## src/rtl/spi_input_conditioner_if.sv

```systemverilog
// rtl/spi_input_conditioner_if.sv - pin and conditioned-signal bundle for spi_input_conditioner
//
// Purpose: groups the raw SPI pins and the conditioned outputs of the
// SPI input conditioner so they travel as a single port.
// Optional feature macro: SPI_IN_COND_GLITCH_CNT_EN (adds glitchCount).
//
// Signals:
//   sclkIn, csIn, mosiIn        raw asynchronous pins (cs active low)
//   sclkClean, csClean, mosiClean  synchronized + debounced levels
//   sclkPosEdge, sclkNegEdge    one-cycle sclk edge strobes
//   csAssert, csDeassert        one-cycle chip-select edge strobes
//   bitCount[2:0]               sclk rising edges counted in current byte
//   byteDone                    one-cycle strobe after 8th rising edge
//   glitchCount[7:0]            rejected sclk glitches (macro only)
//
// Modports:
//   master - drives the pins, observes conditioned outputs
//   slave  - the conditioner itself
interface spi_input_conditioner_if;
  logic       sclkIn;
  logic       csIn;
  logic       mosiIn;
  logic       sclkClean;
  logic       csClean;
  logic       mosiClean;
  logic       sclkPosEdge;
  logic       sclkNegEdge;
  logic       csAssert;
  logic       csDeassert;
  logic [2:0] bitCount;
  logic       byteDone;
`ifdef SPI_IN_COND_GLITCH_CNT_EN
  logic [7:0] glitchCount;
`endif

  modport master (
    output sclkIn, csIn, mosiIn,
    input  sclkClean, csClean, mosiClean,
    input  sclkPosEdge, sclkNegEdge, csAssert, csDeassert,
    input  bitCount, byteDone
`ifdef SPI_IN_COND_GLITCH_CNT_EN
    , input glitchCount
`endif
  );

  modport slave (
    input  sclkIn, csIn, mosiIn,
    output sclkClean, csClean, mosiClean,
    output sclkPosEdge, sclkNegEdge, csAssert, csDeassert,
    output bitCount, byteDone
`ifdef SPI_IN_COND_GLITCH_CNT_EN
    , output glitchCount
`endif
  );
endinterface

```

## src/rtl/spi_input_conditioner.sv

```systemverilog
// rtl/spi_input_conditioner.sv - SPI pin synchronizer, debouncer, edge detector and bit counter
//
// Purpose: front end of the SPI peripheral. Each raw pin passes through a
// SYNC_STAGES-deep synchronizer and a DEBOUNCE-cycle debouncer. sclk and cs
// level changes become one-cycle strobes; sclk rising edges inside a CS
// frame are counted modulo 8 with a byte-complete strobe.
// Optional feature macro: SPI_IN_COND_GLITCH_CNT_EN (saturating count of
// rejected sclk glitches on bus.glitchCount).
//
// Ports:
//   clk    in  system clock, all state on posedge
//   reset  in  synchronous active-high reset
//   bus    spi_input_conditioner_if.slave (pins in, conditioned signals out)
module spi_input_conditioner #(
  parameter int SYNC_STAGES = 2,
  parameter int DEBOUNCE    = 3,
  parameter int CNT_W       = 2
) (
  input  logic                     clk,
  input  logic                     reset,
  spi_input_conditioner_if.slave   bus
);

  // Pin index: 0 = sclk, 1 = cs, 2 = mosi.
  localparam int               LP_NP        = 3;
  localparam logic [CNT_W-1:0] LP_CNT_MAX   = CNT_W'(DEBOUNCE - 1);
  // cs idles high (inactive); sclk and mosi idle low.
  localparam logic [2:0]       LP_CLEAN_RST = 3'b010;

  logic [SYNC_STAGES-1:0] r_sync [LP_NP];
  logic [CNT_W-1:0]       r_cnt  [LP_NP];
  logic [LP_NP-1:0]       r_clean;

  logic                   r_sclk_pos;
  logic                   r_sclk_neg;
  logic                   r_cs_assert;
  logic                   r_cs_deassert;
  logic [2:0]             r_bit_count;
  logic                   r_byte_done;

  logic [LP_NP-1:0]       w_pin;
  logic [LP_NP-1:0]       w_s;
  logic [LP_NP-1:0]       w_accept;

  always_comb begin
    w_pin    = {bus.mosiIn, bus.csIn, bus.sclkIn};
    w_s      = '0;
    w_accept = '0;
    for (int i = 0; i < LP_NP; i++) begin
      w_s[i]      = r_sync[i][SYNC_STAGES-1];
      // The synced level has differed from clean for DEBOUNCE edges,
      // counting this one: take it now.
      w_accept[i] = (w_s[i] != r_clean[i]) && (r_cnt[i] == LP_CNT_MAX);
    end
  end

  // Synchronizers and debouncers.
  always_ff @(posedge clk) begin
    if (reset) begin
      for (int i = 0; i < LP_NP; i++) begin
        r_sync[i] <= '0;
        r_cnt[i]  <= '0;
      end
      r_clean <= LP_CLEAN_RST;
    end else begin
      for (int i = 0; i < LP_NP; i++) begin
        r_sync[i] <= {r_sync[i][SYNC_STAGES-2:0], w_pin[i]};
        if (w_s[i] == r_clean[i]) begin
          r_cnt[i] <= '0;
        end else if (w_accept[i]) begin
          r_clean[i] <= w_s[i];
          r_cnt[i]   <= '0;
        end else begin
          r_cnt[i] <= r_cnt[i] + 1'b1;
        end
      end
    end
  end

  // Edge strobes, registered on the same edge that updates the clean level.
  always_ff @(posedge clk) begin
    if (reset) begin
      r_sclk_pos    <= 1'b0;
      r_sclk_neg    <= 1'b0;
      r_cs_assert   <= 1'b0;
      r_cs_deassert <= 1'b0;
    end else begin
      r_sclk_pos    <= w_accept[0] &  w_s[0];
      r_sclk_neg    <= w_accept[0] & ~w_s[0];
      r_cs_assert   <= w_accept[1] & ~w_s[1];
      r_cs_deassert <= w_accept[1] &  w_s[1];
    end
  end

  // Bit counter. Uses the registered clean cs and sclk strobe, so an sclk
  // strobe coinciding with csAssert is counted while one coinciding with
  // csDeassert (clean cs already 1) is not.
  always_ff @(posedge clk) begin
    if (reset) begin
      r_bit_count <= '0;
      r_byte_done <= 1'b0;
    end else if (r_clean[1]) begin
      r_bit_count <= '0;
      r_byte_done <= 1'b0;
    end else if (r_sclk_pos) begin
      r_bit_count <= r_bit_count + 3'd1;
      r_byte_done <= (r_bit_count == 3'd7);
    end else begin
      r_byte_done <= 1'b0;
    end
  end

`ifdef SPI_IN_COND_GLITCH_CNT_EN
  logic [7:0] r_glitch_count;
  logic       w_glitch;

  // sclk started to move but returned to its clean level before acceptance.
  assign w_glitch = (r_cnt[0] != '0) && (w_s[0] == r_clean[0]);

  always_ff @(posedge clk) begin
    if (reset) begin
      r_glitch_count <= '0;
    end else if (w_glitch && (r_glitch_count != 8'hFF)) begin
      r_glitch_count <= r_glitch_count + 8'd1;
    end
  end

  assign bus.glitchCount = r_glitch_count;
`endif

  assign bus.sclkClean   = r_clean[0];
  assign bus.csClean     = r_clean[1];
  assign bus.mosiClean   = r_clean[2];
  assign bus.sclkPosEdge = r_sclk_pos;
  assign bus.sclkNegEdge = r_sclk_neg;
  assign bus.csAssert    = r_cs_assert;
  assign bus.csDeassert  = r_cs_deassert;
  assign bus.bitCount    = r_bit_count;
  assign bus.byteDone    = r_byte_done;

endmodule
```

## src/flat_wrapper.sv

```systemverilog
// flat-port wrapper written by rule: the top's interface ports become plain ports
module spi_input_conditioner_flat 
#(
  parameter int SYNC_STAGES = 2,
  parameter int DEBOUNCE    = 3,
  parameter int CNT_W       = 2
)
  (clk, reset, bus_sclkIn, bus_csIn, bus_mosiIn, bus_sclkClean, bus_csClean, bus_mosiClean, bus_sclkPosEdge, bus_sclkNegEdge, bus_csAssert, bus_csDeassert, bus_bitCount, bus_byteDone);
  spi_input_conditioner_if bus_i ();
  input  logic clk;
  input  logic reset;
  input wire logic [$bits(bus_i.sclkIn)-1:0] bus_sclkIn;
  input wire logic [$bits(bus_i.csIn)-1:0] bus_csIn;
  input wire logic [$bits(bus_i.mosiIn)-1:0] bus_mosiIn;
  output wire logic [$bits(bus_i.sclkClean)-1:0] bus_sclkClean;
  output wire logic [$bits(bus_i.csClean)-1:0] bus_csClean;
  output wire logic [$bits(bus_i.mosiClean)-1:0] bus_mosiClean;
  output wire logic [$bits(bus_i.sclkPosEdge)-1:0] bus_sclkPosEdge;
  output wire logic [$bits(bus_i.sclkNegEdge)-1:0] bus_sclkNegEdge;
  output wire logic [$bits(bus_i.csAssert)-1:0] bus_csAssert;
  output wire logic [$bits(bus_i.csDeassert)-1:0] bus_csDeassert;
  output wire logic [$bits(bus_i.bitCount)-1:0] bus_bitCount;
  output wire logic [$bits(bus_i.byteDone)-1:0] bus_byteDone;
  assign bus_i.sclkIn = bus_sclkIn;
  assign bus_i.csIn = bus_csIn;
  assign bus_i.mosiIn = bus_mosiIn;
  assign bus_sclkClean = bus_i.sclkClean;
  assign bus_csClean = bus_i.csClean;
  assign bus_mosiClean = bus_i.mosiClean;
  assign bus_sclkPosEdge = bus_i.sclkPosEdge;
  assign bus_sclkNegEdge = bus_i.sclkNegEdge;
  assign bus_csAssert = bus_i.csAssert;
  assign bus_csDeassert = bus_i.csDeassert;
  assign bus_bitCount = bus_i.bitCount;
  assign bus_byteDone = bus_i.byteDone;
  spi_input_conditioner #(.SYNC_STAGES(SYNC_STAGES), .DEBOUNCE(DEBOUNCE), .CNT_W(CNT_W)) u_core (.clk(clk), .reset(reset), .bus(bus_i));
endmodule
```

## config.mk

```make
export PLATFORM = sky130hd
export DESIGN_NAME = spi_input_conditioner_flat
export DESIGN_NICKNAME = d
export VERILOG_FILES = /design/src/rtl/spi_input_conditioner_if.sv /design/src/rtl/spi_input_conditioner.sv /design/src/flat_wrapper.sv
export SDC_FILE = /design/constraint.sdc
export NUM_CORES = 1
export LEC_CHECK = 0
export BUFFER_PORTS_ARGS = -buffer_cell sky130_fd_sc_hd__buf_4
export CAP_MARGIN = 20
export CORE_MARGIN = 4
export CORE_UTILIZATION = 56
export CTS_CLUSTER_SIZE = 12
export DETAILED_ROUTE_END_ITERATION = 6
export GPL_TIMING_DRIVEN = 0
export PLACE_DENSITY = 0.83
export SLEW_MARGIN = 20
export SYNTH_ARGS = -nofsm -noshare
export SYNTH_HDL_FRONTEND = slang
export SYNTH_SLANG_ARGS = --single-unit
```

## constraint.sdc

```tcl
create_clock -name clk -period 3.17 [get_ports clk]
set_input_delay 0.4755 -clock clk [delete_from_list [all_inputs] [get_ports clk]]
set_output_delay 0.4755 -clock clk [all_outputs]
set_load 0.01 [all_outputs]
```

---- After elaboration in Yosys (flattened, before gate mapping) ----
Memory sizes are Yosys's and may differ from the RTL's.
Cells that the tools add are included.
word-level totals
  flip-flop bits (word level) ............. 11
  bits in writable memories ............... 12
  input bits .............................. 5
  output and inout bits ................... 11
  word-level logic and storage cells ...... 103
  memories kept ........................... 2
memories
  name           words  bits a word  rd ports  clocked after Yosys merged registers in  wr ports  RTL line                     RTL
  u_core.r_cnt   3      2            3         0                                        3         spi_input_conditioner.sv:31  logic [CNT_W-1:0] r_cnt [LP_NP];
  u_core.r_sync  3      2            3         0                                        3         spi_input_conditioner.sv:30  logic [SYNC_STAGES-1:0] r_sync [LP_NP];
cells by class
  add/subtract/negate cells ............... 4
  eq/ne operators ......................... 10
  mux-type cells .......................... 48
  bitwise gates (word level) .............. 22
  reductions and logical operators ........ 8
operators with widths
  kind                                          count
  two-way mux 1 bit                             36
  two-way mux 2 bit                             12
  OR 1 bit                                      12
  adder 2 x 1 -> 2 bit (second input constant)  3
  == test 2 bit (second input constant)         3
  inverter 1 bit                                6
  AND reduction 2 bit                           3
  bitwise AND 1 bit                             4
  adder 3 x 1 -> 3 bit (second input constant)  1
  == test 1 bit                                 3
  == test 3 bit (second input constant)         1
  logical AND 1 bit                             3
  != test 1 bit                                 3
  OR reduction 3 bit                            1
  OR reduction 2 bit                            1

---- Longest topological paths before layout ----
Gate-level depths: netlist of run 1.
  depth in word-level cells ............... 8
  mapped depth ............................ 4
  gate-level depth less buffers ........... 4

---- Least setup slack after synthesis of run 1 ----
OpenSTA, ideal clock, no wires.
  path type ............................... reg2reg
  start ................................... register u_core.r_bit_count[0], in the netlist u_core.bus.bitCount[0]
  end ..................................... register u_core.r_bit_count[2], in the netlist u_core.bus.bitCount[2]
  library setup time ...................... 116 ps
  arrival time ............................ 967 ps
  setup slack ............................. 2087 ps
  cell stages (with the launch flop) ...... 5
  clock period less this slack ............ 1083 ps
  path through ............................ dfxtp_1 ha_1 ha_1 mux2i_1 nor3_1
between the ends
  longest elaborated chain between the ends .. 1
ends and longest elaborated chain
  element                 RTL line                      RTL
  start, declared         spi_input_conditioner.sv:38   logic [2:0] r_bit_count;
  start signal, assigned  spi_input_conditioner.sv:106  r_bit_count <= r_bit_count + 3'd1;
  adder 3 x 1 -> 3 bit    spi_input_conditioner.sv:106
Every way passes these cells.
A chain may end at the register's enable or synchronous reset.

---- Final worst setup path of run 1 ----
  start ................................... register u_core.r_sclk_pos, in the netlist u_core.bus.sclkPosEdge
  end ..................................... output port bus_sclkPosEdge
RTL lines
  element                 RTL line                     RTL
  start, declared         spi_input_conditioner.sv:34  logic r_sclk_pos;
  start signal, assigned  spi_input_conditioner.sv:88  r_sclk_pos <= w_accept[0] & w_s[0];
  end, declared           flat_wrapper.sv:18           output wire logic [$bits(bus_i.sclkPosEdge)-1:0] bus_sclkPosEdge;
No word-level cell between the ends.

==> results.ini, run 1 <==
[run_status]
outcome = completed

[setup_path]
cpPeakStageDelay_ns = 0.47
endpoint_kind = primary output
reg2reg_to = u_core.r_cnt[1][0]
reg2reg_slack_ns = 1.99
crit_family = flip-flops
path_buf_inv = 1
r2r_start = u_core.r_cnt[1][0]
cp_slowest_cell = dfxtp_1
crit_type = register to primary output
worstPathCellList = buf_4
crit_fanout = 5
arrival_ns = 0.95
worstRegToRegCells = 3
start_kind = register
worst_ep_required_time_ns = 2.69

[run]
cap_violations = 0

[finish]
area_growth_pct = 20.14
regArea_um2 = 520.5
drive_above_1_share_pct = 33.33
multi_input_area_um2 = 341.6
fillers = 117
post-route-util_pct = 70.85
diodes = 0
nets = 104

[clock_tree]
post_cts_buffers = 0
cts_root_buffer = clkbuf_4
cts_buffer_depth = 2
post_cts_resized = 0
path_clk_slew_ns = 0.12
worstSkewPairLatency_ns = 0.31
h-tree-depth = 1
cts_tree = built
postCtsHoldBufs = 0
cts_buffers = 3
cts_sinks = 23

[synthesis]
yosys_warnings = 0
ys_ff_latch = 23
synth.distinct_cells = 16
synth.area.mux_share_pct = 4.507
avgSynthCellArea_um2 = 12.87
synth-compound-area-share_pct = 0
netlist_area_um2 = 888.4
synth_fa_ha_area_share_pct = 7.042
synth_top_family_by_area = simple AND/OR/NAND/NOR gates
synth-simple-area-share_pct = 20.42
synthXorXnorAreaFrac_pct = 3.944
seq_area_frac_synth_pct = 58.59
syn_inst = 69

[floorplan]
row_count = 14
die_w_um = 47.83
start_util_pct = 58.97
core_mm2 = 0.001506
dieArea_mm2 = 0.002288
die_y_um = 47.83
io_pins = 16

[timing]
rsz0062_at_grt = false
final.period_utilization_pct = 45.03
finalSetupViolCount = 0
drv_slew = 0
min_period_ns = 1.428
finalSetupTns_ns = 0
fin_skew_ns = 0.004289
fmaxAchievable_mhz = 700.5
whs_ns = 0.3738
hold_violations = 0

[route]
postRouteAntennaNets = 0
vias_per_cell = 5.064
drc = 0
finalWirelength_um = 1372
vias = 552
routed_wire_length_per_instance_um = 12.59
drt_first_pass_iters = 3
drt_iter0_drc = 5

[grt]
gr-total-overflow = 0
grt_max_degree = 14
grt_pass1_wl_um = 2263
grtUsageTotal_pct = 14.83
grt_antenna_before_repair = 0
grt_pass1_vias = 552

[pwr]
p_leak_uw = 0.0004619
peakVddDrop_uv = 355.6
power_density_mw_per_mm2 = 460.5

[hold_path]
worstHoldStart = bus_csIn
worstHoldPathCells = 2
hold_path_end = u_core.r_sync[0][2]
hold_path_class = input port to register

[placement]
dp_hpwl_um = 1024
gp_congestion = 0.6967
port_buffers = 15

## Yosys cell counts
library cell / n / area (um^2)
inv_1: 3 / 11.26
nand3b_1: 1 / 7.510
nor3_1: 5 / 25.02
nand2b_1: 1 / 6.260
ha_1: 5 / 62.56
nand2_1: 2 / 7.510
nor2_1: 2 / 7.510
nor4_1: 6 / 37.54
buf_6: 3 / 33.78
edfxtp_1: 6 / 180.2
mux2i_1: 4 / 40.04
and4bb_2: 3 / 37.54
dfxtp_1: 17 / 340.3
and2b_2: 6 / 52.55
conb_1: 1 / 3.750
xnor2_1: 4 / 35.03
## stage by stage
stage / instances / cell area, um^2 / setup slack (ns) / total power, uW
global route: 109 / 1067 / 1.696 / 515.7
floorplan: 74 / 907.1 / 2.087 / 351.0
finish: 109 / 1067 / 1.742 / 491.4
detailed placement: 105 / 1040 / 1.919 / 365.9
global placement: 105 / 1040 / 1.956 / 362.9
CTS: 109 / 1067 / 1.741 / 500.1
## flip-flops by register name, indices dropped and copies added, names as in the netlist
name                    count
u_core.bus.byteDone         1
u_core.r_sync               6
u_core.bus.csAssert         1
u_core.bus.bitCount         3
u_core.bus.sclkNegEdge      1
u_core.r_cnt                6
u_core.bus.csDeassert       1
u_core.r_clean              3
u_core.bus.sclkPosEdge      1
## worst max-delay path by stage
stage | to | depth (start not counted) | slack, ns | startpoint
2_1_floorplan | u_core.bus.bitCount[2] | 4 | 2.09 | u_core.bus.bitCount[0]
3_3_place_gp | u_core.r_cnt[2][1] | 3 | 1.96 | reset
3_5_place_dp | u_core.r_cnt[2][1] | 3 | 1.92 | reset
4_1_cts | bus_sclkPosEdge | 1 | 1.74 | u_core.bus.sclkPosEdge
5_1_grt | bus_sclkPosEdge | 1 | 1.70 | u_core.bus.sclkPosEdge
6_report | bus_sclkPosEdge | 1 | 1.74 | u_core.bus.sclkPosEdge
## power by group
| group | leakage [uW] | internal [uW] | switching (uW) |
|---|---|---|---|
| sequential | 0.000200 | 312 | 5.10 |
| combinational | 0.000244 | 22.3 | 19.1 |
| clock | 0.0000177 | 47.2 | 85.8 |
## placed cells by master, fill, tap and decap left out
master / Yosys / routed
nor2_1: 2 / 2
clkinv_2: 0 / 1
ha_1: 5 / 5
nand3b_1: 1 / 1
nand2b_1: 1 / 1
xnor2_1: 4 / 4
nor4_1: 6 / 6
conb_1: 1 / 6
mux2i_1: 4 / 4
nor3_1: 5 / 5
dfxtp_1: 17 / 17
inv_1: 3 / 3
edfxtp_1: 6 / 6
and2b_2: 6 / 6
and4bb_2: 3 / 3
clkbuf_4: 0 / 3
buf_4: 0 / 15
buf_6: 3 / 3
nand2_1: 2 / 2
## cell type report
type                            count  share of cell area, %
Buffer                              3                  3.165
Tap cell                           16                  1.876
Clock buffer                        3                  2.110
Sequential cell                    23                  48.77
Clock inverter                      1                 0.4689
Timing Repair Buffer               15                  10.55
Multi-Input combinational cell     45                  32.00
Inverter                            3                  1.055
## routing by layer
| layer | global-route usage (%) | share of wire [%] | up-vias |
|---|---|---|---|
| li1 | - | - | 284 |
| met1 | 15.81 | 40 | 252 |
| met2 | 25.86 | 53 | 11 |
| met3 | 3.383 | 4.5 | 5 |
| met4 | 9.677 | 2.6 | 0 |
| met5 | 0 | 0 | - |
## kinds of logic after synthesis
group | after synthesis
adders and majority gates | 5
xor gates and xnor gates | 4
other | 1
buffers and inverters | 6
and+or+nand+nor | 26
DFF | 23
muxes | 4
Note: power is estimated with default switching activity, not from simulation.
==> inputs of run 2 (changes only) <==
CORE_ASPECT_RATIO = 0.8   (was unset)
CORE_UTILIZATION = 52   (was 56)
PLACE_DENSITY = 0.78   (was 0.83)
clock period = 1.4 ns   (was 3.17 ns; I/O delays follow)
==> results.ini, run 2 (synthesized netlist as in run 1, its figures left out) <==
[timing]
finalSetupViolCount = 0  ; unchanged
hold_violations = 0  ; unchanged
fin_skew_ns = 0.005509  ; +0.001220 ns
rsz0062_at_grt = false
finalSetupTns_ns = 0  ; unchanged
fmaxAchievable_mhz = 862.7
min_period_ns = 1.159
drv_slew = 0  ; unchanged
final.period_utilization_pct = 82.80

[floorplan]
start_util_pct = 54.62  ; -4.4 points
row_count = 13  ; -1
die_y_um = 44.97  ; -6.0%
die_w_um = 54.21  ; +13%
core_mm2 = 0.001627  ; +8.0%
dieArea_mm2 = 0.002438  ; +6.6%
io_pins = 16  ; unchanged

[clock_tree]
post_cts_buffers = 0  ; unchanged
cts_buffers = 3  ; unchanged
post_cts_resized = 0  ; unchanged
cts_root_buffer = clkbuf_4
h-tree-depth = 1  ; unchanged
postCtsHoldBufs = 0  ; unchanged
path_clk_slew_ns = 0.12  ; about the same
cts_tree = built
cts_sinks = 23  ; unchanged
cts_buffer_depth = 2  ; unchanged
worstSkewPairLatency_ns = 0.31  ; about the same

[setup_path]
worst_ep_required_time_ns = 1.52  ; -1.17 ns
crit_type = register to register
crit_fanout = 3  ; -2
arrival_ns = 1.28  ; +0.33 ns
start_kind = register
endpoint_kind = register

[finish]
nets = 104  ; unchanged
area_growth_pct = 20.99
diodes = 0  ; unchanged
reg_top3 = u_core.r_cnt x6, u_core.r_sync x6
drive_above_1_share_pct = 33.33  ; unchanged
final_cell_mix = dfxtp_1 (17), buf_4 (15)
final_common_cell = dfxtp_1

[pwr]
switching_share_pct = 22.21  ; -0.19 points
peakVddDrop_uv = 996.3  ; +180%
switchingPower_uw = 246.5  ; +120%
pwr-share-seq_pct = 64.7  ; +0.2 points
power.total_uw = 1110  ; +130%
p_comb_share_pct = 8.2  ; -0.2 points
p_leak_uw = 0.0004619  ; unchanged
power_density_mw_per_mm2 = 1033  ; +120%
pwr-share-clk_pct = 27.1  ; about the same
intPower_uw = 863.4  ; +130%

[route]
drc = 0  ; unchanged
postRouteAntennaNets = 0  ; unchanged
finalWirelength_um = 1319  ; -3.9%
drt_iter0_drc = 6  ; +1
routed_wire_length_per_instance_um = 11.47  ; -8.9%
vias_per_cell = 4.800  ; -5.2%
vias = 552  ; unchanged
drt_first_pass_iters = 3  ; unchanged

[grt]
grtUsageTotal_pct = 13.66  ; -1.2 points
gr-total-overflow = 0  ; unchanged
grt_pass1_wl_um = 2277  ; +0.62%
grt_max_degree = 14  ; unchanged
grt_antenna_before_repair = 0  ; unchanged
grt_pass1_vias = 551  ; -0.18%

[run_status]
outcome = completed

[placement]
gp_congestion = 0.6740  ; -3.3%
port_buffers = 15  ; unchanged

[hold_path]
hold_path_class = input port to register

[run]
cap_violations = 0  ; unchanged

run 2: cell counts in the layout (fill, tap and decap cells not counted):
No cell type changed its count.
run 2: path summary, 6_finish.rpt:
kind,from,to,slack (ns),depth (start not counted)
max,u_core.r_cnt[2][0],u_core.r_cnt[2][0],0.24,3
min reg2reg,u_core.r_sync[0][4],u_core.r_sync[0][5],0.47,1
max reg2reg,u_core.r_cnt[2][0],u_core.r_cnt[2][0],0.24,3
min,bus_sclkIn,u_core.r_sync[0][0],0.11,2
run 2: metal layers:
metal  GRT usage (%)  up-vias  part of all wire, %
li1                -      283                    -
met1           13.84      254                   40
met2           24.11       13                   51
met3           6.931        2                  7.7
met4           4.478        0                 0.99
met5               0        -                    0
run 2: power by group through the flow:
stage          sequential [uW]  clock [uW]  combinational (uW)
2_1_floorplan              733           0                62.0
3_3_place_gp               732           0                89.9
3_5_place_dp               733           0                92.1
4_1_cts                    718         309                92.3
5_1_grt                    721         336                 103
6_report                   718         300                91.5
run 2: final cells by class:
type / instances / area [um^2]
buffer: 3 / 33.78
tap: 22 / 27.53
sequential: 23 / 520.5
clock inverter: 1 / 5.005
timing repair buffer: 15 / 112.6
clock buffer: 3 / 22.52
fill: 139 / 551.8
inverter: 3 / 11.26
multi-input combinational: 45 / 341.6
run 2: worst max-delay path, stage by stage (launching register included):
cell and delay, ns:
edfxtp_1 0.38, inv_1 0.05, ha_1 0.23, nor4_1 0.31
run 2: through the flow:
stage / worst slack, ns / instances / instance area (um^2) / hold slack [ns] / utilization (%)
final: 0.2408 / 115 / 1075 / 0.1115 / 66.08
after global routing: 0.1375 / 115 / 1075 / 0.09671 / 66.08
after CTS: 0.1944 / 115 / 1075 / 0.1069 / 66.08
after detailed placement: 0.2239 / 111 / 1047 / 0.4370 / 64.38
after global placement: 0.3115 / 111 / 1047 / 0.4325 / 64.38
after floorplan: 0.3170 / 74 / 907.1 / 0.3525 / -
